===== config.mk =====
export PLATFORM = sky130hd
export DESIGN_NAME = arbitro_ula_logica
export DESIGN_NICKNAME = d
export VERILOG_FILES = /design/src/rtl/arbitro_ula_logica.sv
export SDC_FILE = /design/constraint.sdc
export NUM_CORES = 1
export LEC_CHECK = 0
export CAP_MARGIN = 20
export CORE_ASPECT_RATIO = 1.25
export CORE_MARGIN = 3
export CORE_UTILIZATION = 52
export DETAILED_ROUTE_END_ITERATION = 8
export GPL_TIMING_DRIVEN = 0
export PLACE_DENSITY = 0.85
export REMOVE_ABC_BUFFERS = 1
export SLEW_MARGIN = 15
export SYNTH_ARGS = -nofsm -noshare
export SYNTH_HDL_FRONTEND = slang
export SYNTH_SLANG_ARGS = --single-unit

===== constraint.sdc =====
create_clock -name Clock -period 4.65 [get_ports Clock]
set_input_delay 0.6975 -clock Clock [delete_from_list [all_inputs] [get_ports Clock]]
set_output_delay 0.6975 -clock Clock [all_outputs]
set_load 0.03 [all_outputs]

===== src/rtl/arbitro_ula_logica.sv =====
// Round-robin arbiter and sequencer for the shared bitwise logic unit.
// Two requesters; each operation takes load, execute and deliver cycles.
module arbitro_ula_logica #(
  parameter int N = 8
) (
  input  logic         Clock,
  input  logic         Reset,
  input  logic         req0,
  input  logic         req1,
  input  logic [1:0]   op0,
  input  logic [1:0]   op1,
  input  logic [N-1:0] a0,
  input  logic [N-1:0] b0,
  input  logic [N-1:0] a1,
  input  logic [N-1:0] b1,
  output logic         ack0,
  output logic         ack1,
  output logic [N-1:0] resultado,
  output logic         ocupado,
  output logic         dono,
  output logic [7:0]   total
);

  typedef enum logic [1:0] {
    OCIOSO,
    CARREGA,
    EXECUTA,
    ENTREGA
  } estado_t;

  estado_t      estado_q, estado_d;
  logic         dono_q, dono_d;
  logic         ultimo_q, ultimo_d;
  logic [1:0]   op_q, op_d;
  logic [N-1:0] a_q, a_d;
  logic [N-1:0] b_q, b_d;
  logic [N-1:0] res_q, res_d;
  logic [7:0]   total_q, total_d;
  logic         ack0_q, ack0_d;
  logic         ack1_q, ack1_d;
  logic         ocup_q, ocup_d;

  function automatic logic [N-1:0] aplica(
    input logic [1:0]   op,
    input logic [N-1:0] a,
    input logic [N-1:0] b
  );
    logic [N-1:0] r;
    unique case (op)
      2'b00:   r = a & b;
      2'b01:   r = a | b;
      2'b10:   r = a ^ b;
      default: r = ~a;
    endcase
    return r;
  endfunction

  always_comb begin
    estado_d = estado_q;
    dono_d   = dono_q;
    ultimo_d = ultimo_q;
    op_d     = op_q;
    a_d      = a_q;
    b_d      = b_q;
    res_d    = res_q;
    total_d  = total_q;
    unique case (estado_q)
      OCIOSO: begin
        if (req0 || req1) begin
          estado_d = CARREGA;
          // On a tie the requester not served last wins.
          if (req0 && req1) dono_d = ~ultimo_q;
          else              dono_d = req1;
        end
      end
      CARREGA: begin
        op_d     = dono_q ? op1 : op0;
        a_d      = dono_q ? a1  : a0;
        b_d      = dono_q ? b1  : b0;
        estado_d = EXECUTA;
      end
      EXECUTA: begin
        res_d    = aplica(op_q, a_q, b_q);
        estado_d = ENTREGA;
      end
      ENTREGA: begin
        ultimo_d = dono_q;
        total_d  = total_q + 8'd1;
        estado_d = OCIOSO;
      end
      default: estado_d = OCIOSO;
    endcase
    ack0_d = (estado_d == ENTREGA) && !dono_d;
    ack1_d = (estado_d == ENTREGA) &&  dono_d;
    ocup_d = (estado_d != OCIOSO);
  end

  always_ff @(posedge Clock) begin
    if (Reset) begin
      estado_q <= OCIOSO;
      dono_q   <= 1'b0;
      ultimo_q <= 1'b1;
      op_q     <= 2'b00;
      a_q      <= '0;
      b_q      <= '0;
      res_q    <= '0;
      total_q  <= 8'd0;
      ack0_q   <= 1'b0;
      ack1_q   <= 1'b0;
      ocup_q   <= 1'b0;
    end else begin
      estado_q <= estado_d;
      dono_q   <= dono_d;
      ultimo_q <= ultimo_d;
      op_q     <= op_d;
      a_q      <= a_d;
      b_q      <= b_d;
      res_q    <= res_d;
      total_q  <= total_d;
      ack0_q   <= ack0_d;
      ack1_q   <= ack1_d;
      ocup_q   <= ocup_d;
    end
  end

  assign ack0      = ack0_q;
  assign ack1      = ack1_q;
  assign resultado = res_q;
  assign ocupado   = ocup_q;
  assign dono      = dono_q;
  assign total     = total_q;

endmodule


==> qor.csv <==
stage;metric;value;unit
synth;post-synthesis register bit count;41;
final_layout;Fill cells;349;
drt;DRT antenna net count;0;
final_layout;share of cells above drive strength 1;0.08772;
worst_hold_path;worst min-delay path category;reg2reg;
critical_path;Crit path buffers/inverters;1;
clock_tree;clk sinks;41;
timing;Fin Clk Skew;0.005000;ns
synth;Post-Synthesis Cells;235;
timing;TNS Setup;0;ns
clock_tree;Clk pin slew, worst setup/hold paths;0.08;ns
critical_path;startpoint types;register;
global_route;initial antenna violation count;0;
global_route;first-pass GRT wire length;8010;µm
clock_tree;Worst-Skew Late Latency;0.29;ns
final_layout;antenna diode count;0;
drt;Detailed Route WL;4673;µm
place;Port-buffer cells;59;
timing;final count of hold timing violations;0;
critical_path;Crit Path Max Fanout;21;
critical_path;CP Class;reg2out;
pwr;pwr dens;540.2;nW/µm²
status;run status;completed;
clock_tree;CTS Buf Count;5;
clock_tree;CTS tree;done;
critical_path;delay-heaviest family, CP;buffers and inverters;
timing;Tmin final;2.528;ns
drt;DRT iter0 DRCs;57;
timing;Slew @ Worst Pin;0.7944;ns
clock_tree;hold_buf cts;0;
die;initial core utilization;0.5482;
global_route;vias in the first global route;1813;
critical_path;CP max-delay cell;clkdlybuf4s50_1;
synth;ys flop type;dfxtp_1;
drt;DRT Pass-1 Iters;4;
critical_path;CP arrival;1.83;ns
timing;Final Cycle Share;0.5436;
final_layout;Syn-to-layout area delta;29.83;%
final_layout;Final Util;0.7117;
die;die area;5188;µm²
drt;wire length per cell;13.70;µm
timing;setup violators final;0;
synth;Syn Area/Cell;9.637;µm²
drt;DR vias;1816;
timing;FMAX;395.6;MHz
die;core area;4131;µm²
drt;Vias/cell;5.326;
die;# rows;26;
timing;Slew HR;0.4704;
clock_tree;CTS root buf;clkbuf_8;
final_layout;nets@finish;347;
global_route;largest net degree at the start of global routing;41;
die;Top Ports;60;
place;gpl congestion;0.7422;
synth;Yosys cell types;32;
pwr;Pleak;1.096;nW
synth;register area share after synthesis;0.3624;
place;dpl hpwl;3301;µm
drt;Residual DRC;0;
die;Die H;79.79;µm
job;max-cap violation count;0;
synth;Async SR Flop Fraction;0;
global_route;GRT Overall Usage;0.1921;
critical_path;crit end category;primary output;
clock_tree;postcts setup bufs;0;
pwr;Worst IR Drop VDD;386.7;µV
clock_tree;Clock Tree Buf Depth;2;
global_route;global route overflow;0;
critical_path;CP required;3.95;ns
timing;Final Max Slew Viols;0;
clock_tree;htree depth;2;
critical_path;max incr delay on CP;0.80;ns
synth;post-synthesis cell area;2265;µm²
synth;number of flops mapped to enable cells by yosys;0;
timing;RSZ-0062 raised after global routing;false;
synth;YS warnings;0;
clock_tree;post-CTS resize count;0;
die;floorplan die width;65.03;µm
critical_path;Cell Chain, Critical Path;clkdlybuf4s50_1;
## cells in the final DEF (no fill, tap or decap), drive strengths merged, types with 3 or more instances in the layout
cell / synthesis / routed
a211oi: 27 / 27
a21oi: 3 / 3
a221o: 7 / 7
and2b: 7 / 7
clkbuf: 4 / 6
clkdlybuf4s50: 0 / 58
dfxtp: 41 / 41
ha: 23 / 23
inv: 20 / 20
mux2i: 26 / 26
nand2: 5 / 5
nand4: 4 / 4
nor2: 33 / 33
nor2b: 3 / 3
o21ai: 3 / 3
or3: 3 / 3
xor2: 3 / 3
## stage by stage
step | instances | hold slack (ns) | power (mW) | worst slack (ns) | instance area (µm²)
after detailed placement | 333 | 0.4787 | 1.310 | 2.005 | 2825
after global routing | 341 | 0.5389 | 1.713 | 2.039 | 2940
after floorplan | 218 | 0.4709 | 1.085 | 2.902 | 2170
after CTS | 341 | 0.5003 | 1.604 | 1.675 | 2937
final | 341 | 0.4944 | 1.588 | 2.122 | 2940
after global placement | 333 | 0.4728 | 1.273 | 1.766 | 2830
## layer usage
| metal | GRT usage | wire length (µm) | share of wire | vias up |
|---|---|---|---|---|
| met2 | 0.3347 | 2444 | 0.52 | 50 |
| met3 | 0.04085 | 253 | 0.054 | 5 |
| met1 | 0.2310 | 1943 | 0.42 | 843 |
| met4 | 0.06846 | 31 | 0.0066 | 0 |
| li1 | - | - | - | 918 |
| met5 | 0 | 0 | 0 | - |
## cell type report
| type | instances | area, µm² | area share |
|---|---|---|---|
| multi-input cells | 157 | 1276 | 0.4340 |
| flip-flops and latches | 41 | 822.0 | 0.2796 |
| repair buffers | 59 | 585.6 | 0.1991 |
| inverters | 20 | 75.07 | 0.02553 |
| clock buffers | 6 | 72.57 | 0.02468 |
| well taps | 56 | 70.07 | 0.02383 |
| clock inverters | 2 | 38.79 | 0.01319 |
## synthesized netlist by cell type, types with 3 or more instances
master	instances	area, µm²
nand4_1	4	25.02
nand2_1	5	18.77
a211oi_2	7	87.58
inv_1	20	75.07
dfxtp_1	41	820.8
and2b_4	6	60.06
xor2_1	3	26.28
ha_1	23	287.8
nor2b_1	3	18.77
buf_2	6	30.03
a211oi_1	20	150.1
mux2i_1	26	260.3
buf_1	5	18.77
or3_1	3	18.77
o21ai_0	3	15.01
a21oi_1	3	15.01
a221o_1	7	70.07
clkbuf_1	4	15.01
nor2_1	33	123.9
## kinds of logic (layout without fill, tap and decap cells)
logic type | after synthesis | after routing | synth area share
compound gates | 42 | 42 | 0.1569
xor+xnor | 4 | 4 | 0.01547
fa+ha+maj | 23 | 23 | 0.1271
buf+inv | 37 | 87 | 0.07514
flops | 41 | 41 | 0.3624
mux | 27 | 27 | 0.1249
simple gates | 61 | 61 | 0.1381
## state kept, by name, summed over array words and instances (netlist names)
signal     cells
dono           1
resultado      8
estado_q       2
ack0           1
op_q           2
a_q            8
ack1           1
total          8
ultimo_q       1
b_q            8
ocupado        1
## where the power goes
| group | switching [mW] | total, mW | internal [mW] |
|---|---|---|---|
| clock | 0.121 | 0.283 | 0.161 |
| combinational | 0.349 | 0.724 | 0.375 |
| sequential | 0.123 | 0.582 | 0.459 |
| total | 0.593 | 1.59 | 0.995 |
## worst paths after layout
check                           cells after the start   startpoint  slack, ns      endpoint
worst max register to register                      5  estado_q[0]       2.71  resultado[0]
worst max-delay path                                1         dono       2.12          dono
worst min register to register                      2     total[7]       0.49      total[7]
worst min-delay path                                2     total[7]       0.49      total[7]
## tightest hold or removal path, cell delays in order, from the launching register on
cell and delay [ns]:
dfxtp_1 0.32, o21ai_0 0.07, a21oi_1 0.06
No activity file was read; power rests on OpenSTA's default activity.
